==> src/rtl/fir_pkg.sv <==
// Shared definitions for the FIR sample path: data width, error codes and
// the sample record carried through the input buffer.
package fir_pkg;

  localparam int DATA_W = 8;

  localparam logic [1:0] ERR_NONE = 2'b00;
  localparam logic [1:0] ERR_OVF  = 2'b01;

  typedef struct packed {
    logic [1:0]        error;
    logic [DATA_W-1:0] data;
  } sample_t;

endpackage

==> src/rtl/ad_data_in_module_if.sv <==
// Avalon-ST link between the ADC capture block (source) and the FIR sink.
interface ad_data_in_module_if;
  import fir_pkg::*;

  logic [DATA_W-1:0] ast_source_data;
  logic              ast_source_valid;
  logic              ast_source_ready;
  logic [1:0]        ast_source_error;

  modport master (
    output ast_source_data,
    output ast_source_valid,
    output ast_source_error,
    input  ast_source_ready
  );

  modport slave (
    input  ast_source_data,
    input  ast_source_valid,
    input  ast_source_error,
    output ast_source_ready
  );

endinterface

==> src/rtl/stream_fifo.sv <==
// Synchronous show-ahead FIFO: the head entry is always visible on rd_data.
// A push while full is only taken when a pop frees the head slot in the same
// cycle; otherwise it is ignored and the parent decides what a drop means.
module stream_fifo #(
  parameter int DEPTH = 4,
  parameter int WIDTH = 10
) (
  input  logic             clk,
  input  logic             rst,
  input  logic             push,
  input  logic             pop,
  input  logic [WIDTH-1:0] wr_data,
  output logic [WIDTH-1:0] rd_data,
  output logic             full,
  output logic             empty
);

  localparam int AW = $clog2(DEPTH);

  logic [WIDTH-1:0] mem [DEPTH];
  logic [AW:0]      wr_ptr;
  logic [AW:0]      rd_ptr;
  logic             do_push;
  logic             do_pop;

  // Pointers carry one extra wrap bit so full and empty can be told apart.
  always_comb begin
    empty   = (wr_ptr == rd_ptr);
    full    = (wr_ptr[AW] != rd_ptr[AW]) && (wr_ptr[AW-1:0] == rd_ptr[AW-1:0]);
    do_pop  = pop && !empty;
    do_push = push && (!full || do_pop);
    rd_data = mem[rd_ptr[AW-1:0]];
  end

  // Storage and pointer update; entries are cleared so the head reads zero after reset.
  always_ff @(posedge clk) begin
    if (rst) begin
      wr_ptr <= '0;
      rd_ptr <= '0;
      for (int i = 0; i < DEPTH; i++) begin
        mem[i] <= '0;
      end
    end else begin
      if (do_push) begin
        mem[wr_ptr[AW-1:0]] <= wr_data;
        wr_ptr              <= wr_ptr + 1'b1;
      end
      if (do_pop) begin
        rd_ptr <= rd_ptr + 1'b1;
      end
    end
  end

endmodule

==> src/rtl/ad_data_in_module.sv <==
// Pipelined ADC capture front end. Generates the ADC conversion clock,
// samples the parallel bus at a fixed divider phase, discards the ADC's
// pipeline fill after reset, optionally converts offset-binary to two's
// complement, and buffers samples so FIR backpressure is honoured. When a
// sample is lost to a full buffer, the next stored word is tagged ERR_OVF.
module ad_data_in_module
  import fir_pkg::*;
#(
  parameter int CLK_DIV       = 8,
  parameter int CAPTURE_PHASE = 6,
  parameter int PIPE_SKIP     = 3,
  parameter int FIFO_DEPTH    = 4,
  parameter int SIGNED_OUT    = 1
) (
  input  logic              CLK,
  input  logic              RST,
  input  logic [DATA_W-1:0] AD_Data,
  output logic              AD_CLK,
  ad_data_in_module_if.master ast
);

  localparam int CNT_W  = $clog2(CLK_DIV);
  localparam int SKIP_W = (PIPE_SKIP < 1) ? 1 : $clog2(PIPE_SKIP + 1);

  localparam logic [CNT_W-1:0]  CNT_MAX   = CNT_W'(CLK_DIV - 1);
  localparam logic [CNT_W-1:0]  CNT_HALF  = CNT_W'(CLK_DIV / 2);
  localparam logic [CNT_W-1:0]  PHASE     = CNT_W'(CAPTURE_PHASE);
  localparam logic [SKIP_W-1:0] SKIP_INIT = SKIP_W'(PIPE_SKIP);
  localparam logic [DATA_W-1:0] MSB_FLIP  =
    (SIGNED_OUT != 0) ? {1'b1, {(DATA_W-1){1'b0}}} : '0;

  logic [CNT_W-1:0]  cnt;
  logic [SKIP_W-1:0] skip_cnt;
  logic              ovf;
  logic              strobe;
  logic              push_req;
  logic              pop;
  logic              accept;
  logic              drop;
  logic              fifo_full;
  logic              fifo_empty;
  sample_t           wr_sample;
  sample_t           rd_sample;

  // Capture strobe, push/pop decisions and the word presented to the buffer.
  always_comb begin
    strobe          = (cnt == PHASE);
    push_req        = strobe && (skip_cnt == '0);
    pop             = !fifo_empty && ast.ast_source_ready;
    accept          = push_req && (!fifo_full || pop);
    drop            = push_req && fifo_full && !pop;
    wr_sample.data  = AD_Data ^ MSB_FLIP;
    wr_sample.error = ovf ? ERR_OVF : ERR_NONE;
  end

  // Divider, registered conversion clock, pipeline-fill skip and overflow flag.
  always_ff @(posedge CLK) begin
    if (RST) begin
      cnt      <= '0;
      AD_CLK   <= 1'b0;
      skip_cnt <= SKIP_INIT;
      ovf      <= 1'b0;
    end else begin
      cnt    <= (cnt == CNT_MAX) ? '0 : cnt + 1'b1;
      AD_CLK <= (cnt < CNT_HALF);
      if (strobe && (skip_cnt != '0)) begin
        skip_cnt <= skip_cnt - 1'b1;
      end
      if (drop) begin
        ovf <= 1'b1;
      end else if (accept) begin
        ovf <= 1'b0;
      end
    end
  end

  stream_fifo #(
    .DEPTH (FIFO_DEPTH),
    .WIDTH ($bits(sample_t))
  ) u_fifo (
    .clk     (CLK),
    .rst     (RST),
    .push    (push_req),
    .pop     (pop),
    .wr_data (wr_sample),
    .rd_data (rd_sample),
    .full    (fifo_full),
    .empty   (fifo_empty)
  );

  assign ast.ast_source_valid = !fifo_empty;
  assign ast.ast_source_data  = rd_sample.data;
  assign ast.ast_source_error = rd_sample.error;

endmodule

==> src/flat_wrapper.sv <==
// flat-port wrapper written by rule: the top's interface ports become plain ports
module ad_data_in_module_flat import fir_pkg::*;
#(
  parameter int CLK_DIV       = 8,
  parameter int CAPTURE_PHASE = 6,
  parameter int PIPE_SKIP     = 3,
  parameter int FIFO_DEPTH    = 4,
  parameter int SIGNED_OUT    = 1
)
  (CLK, RST, AD_Data, AD_CLK, ast_ast_source_data, ast_ast_source_valid, ast_ast_source_error, ast_ast_source_ready);
  ad_data_in_module_if ast_i ();
  input  logic CLK;
  input  logic RST;
  input  logic [DATA_W-1:0] AD_Data;
  output logic AD_CLK;
  output wire logic [$bits(ast_i.ast_source_data)-1:0] ast_ast_source_data;
  output wire logic [$bits(ast_i.ast_source_valid)-1:0] ast_ast_source_valid;
  output wire logic [$bits(ast_i.ast_source_error)-1:0] ast_ast_source_error;
  input wire logic [$bits(ast_i.ast_source_ready)-1:0] ast_ast_source_ready;
  assign ast_ast_source_data = ast_i.ast_source_data;
  assign ast_ast_source_valid = ast_i.ast_source_valid;
  assign ast_ast_source_error = ast_i.ast_source_error;
  assign ast_i.ast_source_ready = ast_ast_source_ready;
  ad_data_in_module #(.CLK_DIV(CLK_DIV), .CAPTURE_PHASE(CAPTURE_PHASE), .PIPE_SKIP(PIPE_SKIP), .FIFO_DEPTH(FIFO_DEPTH), .SIGNED_OUT(SIGNED_OUT)) u_core (.CLK(CLK), .RST(RST), .AD_Data(AD_Data), .AD_CLK(AD_CLK), .ast(ast_i));
endmodule
==> config.mk <==
export PLATFORM = sky130hd
export DESIGN_NAME = ad_data_in_module_flat
export DESIGN_NICKNAME = d
export VERILOG_FILES = /design/src/rtl/fir_pkg.sv /design/src/rtl/ad_data_in_module_if.sv /design/src/rtl/stream_fifo.sv /design/src/rtl/ad_data_in_module.sv /design/src/flat_wrapper.sv
export SDC_FILE = /design/constraint.sdc
export NUM_CORES = 1
export LEC_CHECK = 0
export CORE_MARGIN = 1
export CORE_UTILIZATION = 55
export CTS_CLUSTER_DIAMETER = 50
export DETAILED_ROUTE_END_ITERATION = 7
export PLACE_DENSITY = 0.75
export SYNTH_ARGS = -nofsm -noshare
export SYNTH_HDL_FRONTEND = slang
export SYNTH_HIERARCHICAL = 1
export SYNTH_SLANG_ARGS = --single-unit
==> constraint.sdc <==
create_clock -name CLK -period 3 [get_ports CLK]
set_input_delay 0.6 -clock CLK [delete_from_list [all_inputs] [get_ports CLK]]
set_output_delay 0.6 -clock CLK [all_outputs]
set_load 0.03 [all_outputs]
Yosys cells after proc, flatten, opt, wreduce, memory -nomap -nowiden:

Memories as Yosys holds them, arrays and structs flattened. A register that Yosys moved wholly into a read port is not among the register bits.
Index checks and enable logic that the tools add are counted.

* flip-flop bits (word level): 13
* memory bits (writable): 36
* bits of input ports: 11
* output and inout port bits: 12
* logic and storage cells: 50
* memories: 1

Memories
* u_core.u_fifo.mem: words 4, width 9, read ports 1, clocked after memory_dff 1, wr ports 4, line stream_fifo.sv:20 `logic [WIDTH-1:0] mem [DEPTH];`

* add/sub/neg operators: 4
* $lt $le $gt $ge: 1
* equal/unequal tests: 5
* muxes and demuxes: 13
* bitwise operators: 1
* reductions and logical operators: 19

Operators with widths (count)
* adder 3 x 1 -> 3 bit (second input constant): 3
* logical AND 1 bit: 9
* 2-to-1 mux 1 bit: 9
* 2-to-1 mux 9 bit: 1
* OR reduction 9 bit: 1
* equality test 3 bit (second input constant): 2
* 2-to-1 mux 2 bit: 3
* nonzero test 2 bit: 2
* equality test 3 bit: 1
* zero test 1 bit: 3
* < comparator 3 bit (second input constant): 1
* equality test 2 bit: 1
* zero test 2 bit: 1
* logical OR 1 bit: 2
* OR reduction 2 bit: 1
* subtractor 2 x 1 -> 2 bit (second input constant): 1
* inequality test 1 bit: 1
* inverter 1 bit: 1

Logic depth before layout (Yosys ltp):

* depth in word-level cells: 11
* gate-level depth with buffers: 8
* gate-level depth less buffers: 7

By module:

Netlist, hierarchy kept.

Modules (own cells, without submodules)
* stream_fifo: times used 1, cells an instance 166, area each 2274.7 um2, seq. area each 1361.3 um2
* ad_data_in_module: times used 1, cells an instance 33, area each 321.6 um2, seq. area each 140.1 um2

Worst setup path before layout:

Ideal clock, no wire load.

* kind: register -> register
* start point: register u_core.u_fifo.rd_ptr[2]
* end point: memory u_core/u_fifo/mem[2][0] (netlist name), enable pin
* setup time: 288 ps
* data arrival time: 1952 ps
* required time: 2712 ps
* slack: 761 ps
* cell stages (with the launch flop): 8
* path buffers: 1
* period minus slack after synthesis: 2239 ps
* path through: dfxtp_1 xnor2_1 nand3_1 inv_1 nor2b_1 o41ai_4 buf_6 o21bai_2

RTL lines
* start, declared: line stream_fifo.sv:22 `logic [AW:0] rd_ptr;`
* start signal, assigned: line stream_fifo.sv:49 `rd_ptr <= rd_ptr + 1'b1;`
* end, declared: line stream_fifo.sv:20

Worst setup path in the final report:

* start point: register u_core.u_fifo.rd_ptr[2]
* end point: output port ast_ast_source_valid

* word-level cells in the longest chain between the ends: 2

Ends and longest elaborated chain
* equality test 3 bit: line stream_fifo.sv:28 `empty = (wr_ptr == rd_ptr);`
* via u_core.fifo_empty: line ad_data_in_module.sv:41 `logic fifo_empty;`
* zero test 1 bit: line ad_data_in_module.sv:91 `assign ast.ast_source_valid = !fifo_empty;`
* end, declared: line flat_wrapper.sv:17 `output wire logic [$bits(ast_i.ast_source_valid)-1:0] ast_ast_source_valid;`

The timed path passes the listed nets, and every way through them passes these cells.

==> summary.md <==
Finish
- share of post-route cells with drive strength above 1: 0.167
- antenna cell count: 0
- count of fill cells added during filler insertion: 343
- sequential cell area in the final layout: 1500 um^2
- Layout Area Growth over Synthesis: 13.6%
- Final #Nets: 237
- final standard cell count with taps included and fillers excluded: 273
- combined area of the multi-input logic cells: 948 um^2

Synthesis
- number of distinct library cells after synthesis: 39
- gate count after technology mapping: 199
- synthesized area per cell: 13.0 um^2
- proportion of netlist area held by the largest area contributor: 0.463
- part of the Yosys area used for sequential elements: 0.578
- flip-flop and latch count after synthesis: 55
- top area cells in the synthesized netlist: sky130_fd_sc_hd__edfxtp_1 46%, sky130_fd_sc_hd__dfxtp_1 12%, sky130_fd_sc_hd__mux4_2 8.7%, sky130_fd_sc_hd__nor3_1 6.2%, sky130_fd_sc_hd__ha_1 2.9%
- dominant synthesized flop cell: sky130_fd_sc_hd__edfxtp_1
- post-synth net total: 216
- post-synth design cell area: 2600 um^2
- number of enable-type register cells in the synthesized netlist: 40
- post-synthesis cell type with the largest combined area: sky130_fd_sc_hd__edfxtp_1
- number of warning messages in the yosys log: 6
- Async S/R FF share, synth: 0

Place
- count of input and output buffers: 22
- post-place setup slack: 411 ps
- Placed Cells: 265
- weighted congestion at the end of routability-driven global placement: 0.834
- hpwl dp: 3050 um

Setup path
- Critical R2R Launch: u_core/u_fifo/rd_ptr[2]$_SDFFE_PP0N_
- arrival time of data at the critical path endpoint: 2020 ps
- worst reg2reg endpoint: u_core/u_fifo/mem[1][4]$_SDFFCE_PN0P_
- CP dominant cell by count: sky130_fd_sc_hd__inv_1
- category of the critical setup timing path: reg2out
- Critical Path Source Type: flop
- cell with the biggest individual delay on the critical path: sky130_fd_sc_hd__clkdlybuf4s50_1
- worst reg2reg setup slack: 520 ps
- Worst Path Buf+Inv: 3
- Worst R2R Path Depth: 7
- cells traversed along the worst timing path: xnor2_1 -> nand3_1 -> inv_1 -> inv_1 -> clkdlybuf4s50_1
- CP endpoint kind: output pin
- maximum fanout encountered on the critical timing path: 5
- biggest cell delay along the critical path: 580 ps
- CP top delay family: buffers and inverters
- required time of the worst setup path: 2400 ps

Timing
- skew final: 5.15 ps
- fin worst setup slack: 378 ps
- post-route minimum period: 2620 ps
- count of final max-slew check failures: 0
- transition time at the pin with the least slew margin: 605 ps
- final number of hold-violating endpoints: 0
- post-route clock period utilization: 0.874
- unrepaired setup endpoints after global routing: false
- peak clock frequency supported by timing: 0.381 GHz
- final-report setup violation count: 0
- tightest slew margin relative to the limit: 0.597
- Final TNS setup: 0 ps

Clock tree
- Num Clock Sinks: 55
- H-tree Lvls: 2
- maximum root-to-sink buffer count: 2
- clock network latency to the later pin of the worst-skew pair: 300 ps
- CTS tree: done
- setup bufs post-CTS: 0
- post-cts repair resize count: 0
- clock buffers created by TritonCTS: 5
- quantity of hold-fixing buffers added after cts: 0
- clock slew at the register clock pins of the worst setup and hold paths: 90 ps
- library cell used as clock root buffer: sky130_fd_sc_hd__clkbuf_8

Pwr
- Lkg Pwr: 1.08 nW
- Peak VDD IR: 0.240 mV
- power per cell area: 502 nW/um^2

Hold path
- critical hold path startpoint: u_core/cnt[0]$_SDFF_PP0_
- worst min-delay path class: reg2reg
- hold path endpoint: u_core/cnt[0]$_SDFF_PP0_
- Worst Hold Depth: 1

Global routing
- wire length of the first global-routing pass: 7620 um
- largest net degree at the start of global routing: 26
- via count of the first global-routing pass: 1,679
- GRT Residual Overflow: 0
- number of antenna violations at the first check in global routing: 0
- overall fraction of global-route tracks in use: 0.200

Routing
- aggregate routed wire length: 4360 um
- detailed-routing iteration count for the pre-antenna-repair pass: 6
- starting DRC count in detailed routing: 99
- DR DRC count: 6
- DR vias/cell: 5.75
- average detailed-routed wire length per instance: 16.0 um
- post-route ant nets: 0
- DR vias: 1,569

Floorplan
- CORE AREA: 4440 um^2
- Die X: 70.7 um
- initial core utilization: 0.584
- row cnt: 24
- I/O Pins: 23
- Die Y: 70.7 um
- Die Footprint: 5000 um^2

Run status
- status: finished with violations
- violated checks: DRC

Flow run
- Max-Cap Viols: 0

-- Yosys cell counts, drive strengths merged (2+ instances only) --
library cell / n
nand2b: 8
clkbuf: 5
edfxtp: 40
nor3b: 2
xor2: 3
nor2: 16
a21oi: 2
mux4: 10
ha: 6
dfxtp: 15
nand2: 2
mux2i: 2
nand3b: 2
inv: 18
nor3: 32
nor2b: 5
mux2: 4
o21bai: 3
xnor2: 4
buf: 7
-- power breakdown --
part | internal (W) | leakage, nW | total [W] | switching (W)
Sequential | 0.000842 | 0.518 | 0.000853 | 0.0000116
Clock | 0.000270 | 0.0612 | 0.000502 | 0.000231
Combinational | 0.0000555 | 0.501 | 0.000126 | 0.0000705
Total | 0.00117 | 1.08 | 0.00148 | 0.000313
-- cells by family after synthesis --
logic type,Yosys count,share of synthesized area
AOI/OAI and AO/OA,13,0.0525
DFF,55,0.578
xor gates and xnor gates,7,0.0236
muxes,16,0.113
adders and majority gates,6,0.0289
other,1,0.00144
and+or+nand+nor,71,0.146
buffers and inverters,30,0.0564
-- worst max-delay path by stage --
stage / from / end / slack, ps / cells after the start
6_report: u_core/u_fifo/rd_ptr[2]$_SDFFE_PP0N_ / ast_ast_source_valid / 380 / 5
5_1_grt: u_core/u_fifo/rd_ptr[2]$_SDFFE_PP0N_ / ast_ast_source_valid / 200 / 5
4_1_cts: u_core/u_fifo/rd_ptr[2]$_SDFFE_PP0N_ / ast_ast_source_valid / 350 / 5
3_5_place_dp: ast_ast_source_ready / u_core/u_fifo/mem[0][0]$_SDFFCE_PN0P_ / 410 / 4
3_3_place_gp: ast_ast_source_ready / u_core/u_fifo/mem[0][3]$_SDFFCE_PN0P_ / 470 / 4
2_1_floorplan: u_core/u_fifo/rd_ptr[2]$_SDFFE_PP0N_ / u_core/u_fifo/mem[2][0]$_SDFFCE_PN0P_ / 760 / 7
-- registers in the layout, indices dropped and copies added, names as in the netlist, named ones only --
name,flops
u_core/u_fifo/wr_ptr,3
u_core/u_fifo/rd_ptr,3
u_core/skip_cnt,2
u_core/AD_CLK,1
u_core/ovf,1
u_core/u_fifo/mem,40
u_core/cnt,3
-- layout by cell type (no fill, tap or decap), drive strengths merged, types with 2 or more instances in the layout --
cell type,instances
a21oi,2
buf,4
o21bai,3
edfxtp,40
clkbuf,6
nor2b,5
nor3b,2
nor3,32
dfxtp,15
xnor2,4
nand2,2
mux2i,2
clkdlybuf4s50,22
xor2,3
nor2,16
ha,6
nand2b,8
nand3b,2
inv,18
mux2,4
mux4,10
-- cell type report --
class                   instances  share of cell area
repair buffers                 26              0.0848
inverters                      18              0.0229
multi-input cells             114               0.321
clock inverters                 2              0.0119
well taps                      52              0.0221
clock buffers                   6              0.0280
flip-flops and latches         55               0.509
-- per-layer routing --
layer	global-route usage	wire length (um)
met1	0.233	1750
met2	0.370	2410
met3	0.0299	167
met4	0.0778	38
met5	0	0
-- stage by stage --
step           total power [W]  instance area, um^2  hold slack (ps)  utilization
6_report               0.00148                 2950              462        0.664
5_1_grt                0.00154                 2950              492        0.664
4_1_cts                0.00149                 2950              469        0.664
3_5_place_dp          0.000998                 2830              451        0.637
3_3_place_gp          0.000993                 2830              441        0.637
2_1_floorplan         0.000947                 2600              430            -
Power figures use the tool's default switching activity.
